## config.mk

```make
export PLATFORM = sky130hd
export DESIGN_NAME = wb_gain_multi
export DESIGN_NICKNAME = d
export VERILOG_FILES = /design/src/rtl/wb_gain_multi.sv
export SDC_FILE = /design/constraint.sdc
export NUM_CORES = 1
export LEC_CHECK = 0
export CORE_ASPECT_RATIO = 1.1
export CORE_MARGIN = 4
export CORE_UTILIZATION = 40
export CTS_BUF_LIST = sky130_fd_sc_hd__clkbuf_4
export CTS_CLUSTER_DIAMETER = 100
export DETAILED_ROUTE_END_ITERATION = 6
export GPL_TIMING_DRIVEN = 1
export HOLD_SLACK_MARGIN = 0.15
export PLACE_DENSITY_LB_ADDON = 0.2
export SYNTH_ARGS = -nofsm -noshare
export SYNTH_HDL_FRONTEND = slang
export SYNTH_SLANG_ARGS = --single-unit
```

## constraint.sdc

```tcl
create_clock -name clk -period 9.9 [get_ports clk]
set_clock_uncertainty 0.05 [all_clocks]
set_input_delay 1.98 -clock clk [delete_from_list [all_inputs] [get_ports clk]]
set_output_delay 1.98 -clock clk [all_outputs]
set_load 0.01 [all_outputs]
```

## src/rtl/wb_gain_multi.sv

```systemverilog
// White-balance gain stage: PIX_PER_CLK lanes, Bayer colour derived from a per-frame pattern register.
// Optional macro WB_GAIN_ROUND_EN: round-half-up before the fractional shift (default truncates).
module wb_gain_multi #(
  parameter int unsigned SENSOR_DAT_WIDTH = 10,
  parameter int unsigned WB_GAIN_WIDTH    = 11,
  parameter int unsigned WB_RATIO         = 8,
  parameter int unsigned PIX_PER_CLK      = 2,
  parameter int unsigned REG_WD           = 32
) (
  input  logic                                    clk,
  input  logic                                    reset,
  input  logic                                    i_fval,
  input  logic                                    i_lval,
  input  logic [SENSOR_DAT_WIDTH*PIX_PER_CLK-1:0] iv_pix_data,
  input  logic [1:0]                              iv_bayer_pattern,
  input  logic [REG_WD-1:0]                       iv_pixel_format,
  input  logic [2:0]                              iv_test_image_sel,
  input  logic [WB_GAIN_WIDTH-1:0]                iv_wb_gain_r,
  input  logic [WB_GAIN_WIDTH-1:0]                iv_wb_gain_g,
  input  logic [WB_GAIN_WIDTH-1:0]                iv_wb_gain_b,
  output logic                                    o_fval,
  output logic                                    o_lval,
  output logic [SENSOR_DAT_WIDTH*PIX_PER_CLK-1:0] ov_pix_data
);

  localparam int unsigned SW     = SENSOR_DAT_WIDTH;
  localparam int unsigned GW     = WB_GAIN_WIDTH;
  localparam int unsigned PW1    = SW + GW + 1;
  localparam int unsigned DW     = SW * PIX_PER_CLK;
  localparam int unsigned SAT_LO = SW + WB_RATIO;
  localparam logic [GW-1:0] UNITY = GW'(1) << WB_RATIO;
`ifdef WB_GAIN_ROUND_EN
  localparam logic [PW1-1:0] RND = PW1'(1) << (WB_RATIO - 1);
`else
  localparam logic [PW1-1:0] RND = '0;
`endif

  logic          armed, fval_q, lval_q, row_q, col_q;
  logic [GW-1:0] gain_r_l, gain_g_l, gain_b_l;
  logic [1:0]    pattern_l;
  logic          gain_en_l;
  logic [5:0]    fmt_key;
  logic          mono_c, fval_rise_c, lval_fall_c, row_cur;
  logic          unused_fmt;

  logic [GW-1:0]  coef_c    [PIX_PER_CLK];
  logic [SW-1:0]  pix_s1    [PIX_PER_CLK];
  logic [GW-1:0]  coef_s1   [PIX_PER_CLK];
  logic [PW1-1:0] prod_s2   [PIX_PER_CLK];
  logic [SW-1:0]  byp_s2    [PIX_PER_CLK];
  logic           fval_s1, lval_s1, en_s1, fval_s2, lval_s2, en_s2;
  logic [DW-1:0]  pix_out_c;

  assign fmt_key     = {iv_pixel_format[20], iv_pixel_format[19], iv_pixel_format[3:0]};
  assign mono_c      = (fmt_key == 6'b010001) || (fmt_key == 6'b100011);
  assign unused_fmt  = ^{iv_pixel_format[REG_WD-1:21], iv_pixel_format[18:4]};
  assign fval_rise_c = i_fval & ~fval_q;
  assign lval_fall_c = lval_q & ~i_lval;
  assign row_cur     = fval_rise_c ? 1'b0 : row_q;

  // Frame-level control: arming, per-frame register latch, row/column phase.
  always_ff @(posedge clk or posedge reset) begin
    if (reset) begin
      armed     <= 1'b0;
      fval_q    <= 1'b0;
      lval_q    <= 1'b0;
      row_q     <= 1'b0;
      col_q     <= 1'b0;
      gain_r_l  <= UNITY;
      gain_g_l  <= UNITY;
      gain_b_l  <= UNITY;
      pattern_l <= 2'b00;
      gain_en_l <= 1'b0;
    end else begin
      fval_q <= i_fval;
      lval_q <= i_lval;
      if (!i_fval) begin
        armed     <= 1'b1;
        gain_r_l  <= iv_wb_gain_r;
        gain_g_l  <= iv_wb_gain_g;
        gain_b_l  <= iv_wb_gain_b;
        pattern_l <= iv_bayer_pattern;
        gain_en_l <= !mono_c && (iv_test_image_sel == 3'b000);
      end
      if (fval_rise_c)
        row_q <= 1'b0;
      else if (i_fval && lval_fall_c)
        row_q <= ~row_q;
      col_q <= i_lval ? ~col_q : 1'b0;
    end
  end

  // Green sits where row^col matches pattern[0]; red occupies the row equal to pattern[1].
  for (genvar k = 0; k < PIX_PER_CLK; k++) begin : g_lane
    logic lane_col, is_g, is_r, unused_lsb;
    assign lane_col   = (PIX_PER_CLK == 1) ? col_q : 1'(k % 2);
    assign is_g       = ((row_cur ^ lane_col) == pattern_l[0]);
    assign is_r       = (row_cur == pattern_l[1]);
    assign coef_c[k]  = is_g ? gain_g_l : (is_r ? gain_r_l : gain_b_l);
    assign unused_lsb = ^prod_s2[k][WB_RATIO-1:0];
    assign pix_out_c[k*SW +: SW] = !en_s2 ? byp_s2[k] :
                                   (|prod_s2[k][PW1-1:SAT_LO]) ? {SW{1'b1}} :
                                   prod_s2[k][SAT_LO-1:WB_RATIO];
  end

  // S1 capture and S2 multiply; multiplier only clocked inside lines.
  always_ff @(posedge clk or posedge reset) begin
    if (reset) begin
      fval_s1 <= 1'b0;
      lval_s1 <= 1'b0;
      en_s1   <= 1'b0;
      fval_s2 <= 1'b0;
      lval_s2 <= 1'b0;
      en_s2   <= 1'b0;
      for (int k = 0; k < int'(PIX_PER_CLK); k++) begin
        pix_s1[k]  <= '0;
        coef_s1[k] <= '0;
        prod_s2[k] <= '0;
        byp_s2[k]  <= '0;
      end
    end else begin
      fval_s1 <= i_fval & armed;
      lval_s1 <= i_lval & armed;
      en_s1   <= gain_en_l;
      fval_s2 <= fval_s1;
      lval_s2 <= lval_s1;
      en_s2   <= en_s1;
      for (int k = 0; k < int'(PIX_PER_CLK); k++) begin
        pix_s1[k]  <= iv_pix_data[k*SW +: SW];
        coef_s1[k] <= coef_c[k];
        byp_s2[k]  <= pix_s1[k];
        if (lval_s1)
          prod_s2[k] <= PW1'(pix_s1[k]) * PW1'(coef_s1[k]) + RND;
      end
    end
  end

  // S3 saturate/bypass and blanking.
  always_ff @(posedge clk or posedge reset) begin
    if (reset) begin
      o_fval      <= 1'b0;
      o_lval      <= 1'b0;
      ov_pix_data <= '0;
    end else begin
      o_fval      <= fval_s2;
      o_lval      <= fval_s2 & lval_s2;
      ov_pix_data <= (fval_s2 && lval_s2) ? pix_out_c : '0;
    end
  end

endmodule
```

Word-level counts from Yosys, hierarchy flattened
Cells that the tools add are included.
{"block": "totals", "regBits": 172, "output_inout_bits": 22, "inputBits": 94, "wordCells": 62}
{"block": "classes", "n_mul": 2, "n_eq_ne": 5, "n_reduce_logical": 9, "mux": 11, "bitwise_logic": 9}
{"op": "10-bit by 11-bit multiplier with 21-bit output", "count": 2}
{"op": "10-bit two-way mux", "count": 4}
{"op": "11-bit two-way mux", "count": 3}
{"op": "20-bit two-way mux", "count": 1}
{"op": "6-bit by 5-bit equality test with 1-bit output (second input constant)", "count": 1}
{"op": "6-bit equality test (second input constant)", "count": 1}
{"op": "3-bit OR reduction", "count": 2}
{"op": "1-bit AND", "count": 5}
{"op": "1-bit NOT", "count": 4}
{"op": "1-bit equality test", "count": 3}
{"op": "1-bit logical AND", "count": 3}
{"op": "3-bit logical NOT", "count": 1}
{"op": "1-bit two-way mux", "count": 3}
{"op": "2-bit nonzero test", "count": 1}
{"op": "1-bit logical NOT", "count": 1}
{"op": "1-bit logical OR", "count": 1}

Logic depth before layout (Yosys ltp)
Gate-level depths: netlist of the first run.
{"block": "logic_depth", "ltp_word": 6, "mapped_depth": 20}

Worst setup path after synthesis of the first run
No wires, ideal clock.
{"block": "synth_path", "kind": "flip-flop to flip-flop", "start": "reg pix_s1[11] (netlist bit)", "end": "reg prod_s2[37] (netlist bit)", "path_stages_with_launch": 21, "synth_period_minus_slack_ns": 4.998, "arrival_time_ns": 4.824, "required_time_ns": 9.725, "slack_ns": 4.902, "n_path_buf": 1, "setup_ns": 0.125, "path_cell_list": "dfrtp_1 > clkbuf_1 > nand2_1 > fa_1 > inv_1 > fa_1 > inv_1 > fa_1 > inv_1 > fa_1 > inv_1 > fa_1 > inv_1 > ha_1 > nand2_1 > o21ai_0 > a22oi_2 > o21ba_2 > o21ai_1 > xor2_1 > mux2_2"}
{"block": "synth_between", "elab_chain_len": 1}
{"item": "from (decl)", "line": "47", "source": "logic [SW-1:0] pix_s1 [PIX_PER_CLK];"}
{"item": "from (signal, indexed assignment)", "line": "129", "source": "pix_s1[k] <= iv_pix_data[k*SW +: SW];"}
{"item": "10-bit by 11-bit multiplier with 21-bit output", "line": "133", "source": "prod_s2[k] <= PW1'(pix_s1[k]) * PW1'(coef_s1[k]) + RND;"}
{"item": "to (signal, indexed assignment)", "line": "133"}
{"item": "to (decl)", "line": "49", "source": "logic [PW1-1:0] prod_s2 [PIX_PER_CLK];"}
No other way between the ends.
A chain may end at the register's enable or synchronous reset.

Final worst setup path of the first run
{"block": "layout_path", "start": "reg pix_s1[13] (netlist bit)", "end": "reg prod_s2[37] (netlist bit)"}
Same word-level chain as after synthesis.

==> impl_metrics.tcl, run 1 <==
set metrics [dict create \
    status "finished clean" \
    synth_mux_area_frac 0.05851 \
    cts_buffer_depth 2 \
    multi_input_area_um2 7512 \
    numCtsBuffers 17 \
    maxSlewViolCount 0 \
    syn_area_um2 12250 \
    synthArstFlopShare 1.000 \
    gp_congestion 0.8256 \
    crit_type "flip-flop to flip-flop" \
    timing.final.crit_period_ns 5.421 \
    synthTopCellsByCount "inv_1, dfrtp_1, fa_1" \
    maxCapViolations 0 \
    yosys-top-cells-area "dfrtp_1, fa_1, ha_1" \
    n_fill_cell 2905 \
    fmax_mhz 184.5 \
    synth_simple_gate_area_frac 0.1268 \
    yosys_warnings 0 \
    start_util 0.4099 \
    core_um2 29890 \
    cts_resized 0 \
    tightest_slew_ns 0.9029 \
    synth-seq-area-share 0.3189 \
    route.antenna.remaining_nets 0 \
    io_buffers 89 \
    synth-edff-count 0 \
    vias 7854 \
    crit_path_end_kind "flip-flop" \
    synth_fa_ha_area_frac 0.3358 \
    rsz0062_at_grt "false" \
    firstDrtPassIters 5 \
    cts_tree "built" \
    synth_top_area_frac 0.3125 \
    stdcell_area_um2 13780 \
    cp.required_ns 10.31 \
    hold_viol 0 \
    cts_sinks 156 \
    final_layout_size_suffix_gt1_frac 0.1118 \
    cts_root_buf "clkbuf_4" \
    r2r.worst_path.cells 19 \
    syn_avg_cell_area_um2 10.69 \
    cts_setup_buffers 0 \
    first_global_vias 8288 \
    die_h_um 191.6 \
    synth.largest_area_cell "dfrtp_1" \
    num_rows 66 \
    ys.flop_type "dfrtp_1" \
    routed_via_density 4.830 \
    grt_max_degree 89 \
    min-delay-start "en_s1" \
    r2r_slack_ns 4.48 \
    setup_viol 0 \
    synth_top_family_by_area "adder cells" \
    grt_usage 0.1647 \
    clk_latency_ns 0.58 \
    netlist-cell-type-count 57 \
    synth-xor-area-share 0.02001 \
    seqCellArea_um2 3908 \
    synth.most_common_cell "inv_1" \
    hold_end "en_s2" \
    regToRegStartpoint "pix_s1[13]" \
    period_share 0.5476 \
    ys_seq_elements 156 \
    hold_class "flip-flop to flip-flop" \
    die-area_um2 33500 \
    synth-compound-area-share 0.07138 \
    place_hpwl_mm 19.52 \
    clk_pin_slew_ns 0.14 \
    max_slew_margin 0.3981 \
    grt_pass1_wl_mm 43.84 \
    crit_fanout 12 \
    overflow 0 \
    reg2reg_to "prod_s2[37]" \
    cp-start-kind "flip-flop" \
    final_net_count 1543 \
    post_drt_wl_per_cell_um 15.97 \
    placed_area_um2 13480 \
    syn_to_final_growth_pct 12.46 \
    cts_htree_levels 4 \
    hold_buffers 0 \
    drc_errors 0 \
    die_w_um 174.9 \
    routed_wl_mm 25.97 \
    synthCells 1146 \
    io_pins 116 \
    min_path_cells 0 \
    final.setup.tns_ns 0 \
    crit_arrival_ns 5.83 \
    drt_iter0_drc 436 \
    antenna_found_initial 4 \
    syn-num-nets 1486 \
]
==> metal layers <==
layer,vias up,track usage,part of all wire
met2,145,0.2509,0.44
li1,3776,-,-
met1,3909,0.2447,0.51
met5,-,0,0.00050
met4,2,0.04110,0.013
met3,22,0.02987,0.045
==> registers in the layout (all words and copies together), names as in the netlist, 2 cells and up <==
register / count
pattern_l: 2
coef_s1: 22
ov_pix_data: 20
prod_s2: 26
gain_g_l: 11
pix_s1: 20
byp_s2: 20
gain_r_l: 11
gain_b_l: 11
==> layout by cell type (no fill, tap or decap), types with 6 or more instances in the layout <==
cell type,n
o21ai_0,27
xnor2_1,20
fa_1,138
nand4_1,6
clkbuf_4,17
and2_1,116
nand2_1,121
ha_1,108
nand3_1,8
a31oi_1,6
inv_1,164
nor2_1,29
clkdlybuf4s50_1,88
o221a_2,20
dfrtp_1,153
mux2_2,53
and2_2,6
inv_8,6
xor2_1,7
mux2i_1,12
a21oi_1,35
==> final cells by class <==
class,count,share of cell area
Timing Repair Buffer,94,0.06701
Clock inverter,15,0.01226
Tap cell,408,0.03705
Inverter,165,0.04531
Multi-Input combinational cell,769,0.5452
Sequential cell,156,0.2836
Clock buffer,17,0.009262
Antenna cell,2,0.0003632
==> worst max-delay path, cell delays in order, from the launching register on <==
cell,delay [ns]
dfrtp_1,0.74
nand2_1,0.14
fa_1,0.50
inv_1,0.05
fa_1,0.50
inv_1,0.05
fa_1,0.53
inv_1,0.05
fa_1,0.47
inv_1,0.05
fa_1,0.47
inv_1,0.04
ha_1,0.36
nand2_1,0.07
o21ai_0,0.29
a22oi_2,0.18
o21ba_2,0.25
o21ai_1,0.16
xor2_1,0.10
mux2_2,0.26
==> stage by stage <==
step	hold WS (ns)	setup slack (ns)	instances	utilization
floorplan	0.2812	3.668	1146	-
finish	0.3209	4.479	1626	0.4609
global route	0.3371	4.078	1626	0.4609
detailed placement	0.2901	4.484	1592	0.4509
CTS	0.3229	4.480	1624	0.4608
global placement	0.2842	4.585	1592	0.4509
==> cell families (layout without fill, tap and decap cells) <==
family	Yosys count	count (layout)
multiplexers	65	65
AO/OA/AOI/OAI	123	123
adder cells (fa/ha/maj)	246	246
buffers and inverters	221	291
AND/OR/NAND/NOR	307	307
other	0	2
XOR/XNOR	28	28
flip-flops	156	156
==> worst max-delay path by stage <==
| stage | from | end | slack, ns |
|---|---|---|---|
| 6_report | pix_s1[13] | prod_s2[37] | 4.48 |
| 3_5_place_dp | pix_s1[11] | prod_s2[37] | 4.48 |
| 5_1_grt | pix_s1[11] | prod_s2[42] | 4.08 |
| 2_1_floorplan | reset | armed | 3.67 |
| 3_3_place_gp | pix_s1[11] | prod_s2[37] | 4.58 |
| 4_1_cts | pix_s1[11] | prod_s2[37] | 4.48 |
Power of run 1 is not shown: default switching activity piles up to over one toggle a cycle in this logic, so the estimate is an artifact.
==> inputs of run 2 (changes only) <==
clock period = 5.3 ns   (was 9.9 ns; I/O delays follow)
==> run 2 against run 1 <==
Against the previous run:
- via count increased by 3.0%
- utilization up 1.1 points
- global-route usage increased by 0.37 points
- design area is 2.4% higher
- critical path depth shrank 2
- first-iteration DRC count fell by 18%
- worst setup slack got worse by 4.2 ns
- register-to-register slack worse by 4.2 ns
- worst hold slack worse by 0.0028 ns
==> impl_metrics.tcl, run 2 (synthesis gave the netlist of run 1 again) <==
set metrics [dict create \
    cts_htree_levels 4 \
    numCtsBuffers 17 \
    place_hpwl_mm 21.10 \
    crit_start "pix_s1[4]" \
    crit_fanout 6 \
    min-delay-start "en_s1" \
    hold_viol 0 \
    post_drt_wl_per_cell_um 16.11 \
    status "finished clean" \
    antenna_found_initial 2 \
    gp_congestion 0.8434 \
    layout_commonest_cell "inv_1" \
    fmax_mhz 197.3 \
    overflow 0 \
    hold_buffers 0 \
    cp-start-kind "flip-flop" \
    final_net_count 1584 \
    grt_max_degree 90 \
    cts_tree "built" \
    timing.final.crit_period_ns 5.067 \
    final_core_util 0.4718 \
    die-area_um2 33500 \
    grt_pass1_wl_mm 44.73 \
    clk_pin_slew_ns 0.19 \
    num_rows 66 \
    die_w_um 174.9 \
    setup_viol 0 \
    r2r_slack_ns 0.23 \
    core_um2 29890 \
    first_global_vias 8476 \
    tightest_slew_ns 0.9094 \
    start_util 0.4099 \
    route.antenna.remaining_nets 0 \
    period_share 0.9561 \
    cts_root_buf "clkbuf_4" \
    drc_errors 0 \
    drt_iter0_drc 356 \
    min_path_cells 0 \
    maxSlewViolCount 0 \
    io_pins 116 \
    final_layout_size_suffix_gt1_frac 0.1591 \
    largest-register "prod_s2" \
    cp.required_ns 5.70 \
    hold_class "flip-flop to flip-flop" \
    crit_type "flip-flop to flip-flop" \
    grt_usage 0.1683 \
    r2r.worst_path.cells 17 \
    crit_path_end_kind "flip-flop" \
    io_buffers 89 \
    cts_buffer_depth 2 \
    vias 8093 \
    crit_arrival_ns 5.47 \
    reg.largest.list "prod_s2: 26 flops, coef_s1: 22 flops" \
    syn_to_final_growth_pct 15.11 \
    routed_via_density 4.852 \
    die_h_um 191.6 \
    cts_sinks 156 \
    clk_latency_ns 0.60 \
    final_cell_mix "inv_1, fa_1, dfrtp_1, nand2_1, and2_1" \
    routed_wl_mm 26.86 \
    n_fill_cell 2877 \
    largest_reg_flops 26 \
    regToRegStartpoint "pix_s1[4]" \
    max_slew_margin 0.3938 \
    firstDrtPassIters 4 \
    maxCapViolations 0 \
]
[run 2: through the flow]
stage	TNS (ns)	hold slack, ns	worst slack, ns	std cells	instance area [µm²]
after floorplan	0	0.2812	0.3018	1146	12260
after global placement	0	0.2847	0.1701	1630	13770
after detailed placement	0	0.2879	0.09144	1630	13770
after CTS	0	0.3221	0.01274	1662	14050
after global routing	-0.01061	0.3244	-0.01061	1668	14100
final	0	0.3181	0.2328	1668	14100
[run 2: timing repair]
action                                  CTS  global route
buffers inserted                          0             3
endpoints found under the setup margin    0            18
resized for setup                         0            24
[run 2: worst paths after layout]
path	to
min	en_s2
min reg2reg	en_s2
max in group asynchronous	coef_s1[3]
max	prod_s2[17]
max reg2reg	prod_s2[17]
min in group asynchronous	coef_s1[0]
[run 2: metal layers]
layer	global-route usage	vias up	wire [µm]
met5	0	-	0
met4	0.03747	0	338
met3	0.03382	20	1386
met2	0.2626	172	12050
met1	0.2447	4041	13080
li1	-	3860	-
[run 2: cell type report]
type / instances / area, µm² / area share
Sequential cell: 156 / 3934 / 0.2789
Clock buffer: 17 / 127.6 / 0.009048
Inverter: 165 / 623.1 / 0.04418
Multi-Input combinational cell: 769 / 7520 / 0.5331
Antenna cell: 3 / 7.507 / 0.0005322
Tap cell: 408 / 510.5 / 0.03619
Clock inverter: 15 / 143.9 / 0.01020
Timing Repair Buffer: 135 / 1239 / 0.08782
[run 2: worst max-delay path, stage by stage (launching register included)]
cell     delay, ns
dfrtp_2       0.50
and2_1        0.18
fa_1          0.53
inv_1         0.06
fa_1          0.54
inv_1         0.05
fa_1          0.44
fa_1          0.49
inv_1         0.05
fa_1          0.47
inv_1         0.04
ha_1          0.34
a21o_2        0.22
a41oi_2       0.28
o21ai_2       0.14
o31ai_1       0.28
xor2_1        0.18
a21oi_1       0.08
Power of run 2 is left out for the same reason.
==> inputs of run 3 (changes only) <==
CTS_CLUSTER_DIAMETER = 30   (was 100)
SLEW_MARGIN = 20   (was unset)
==> results of run 3 <==
The final DEF is identical to that of run 2; final timing and power are the same.
Power of run 3 is left out for the same reason.
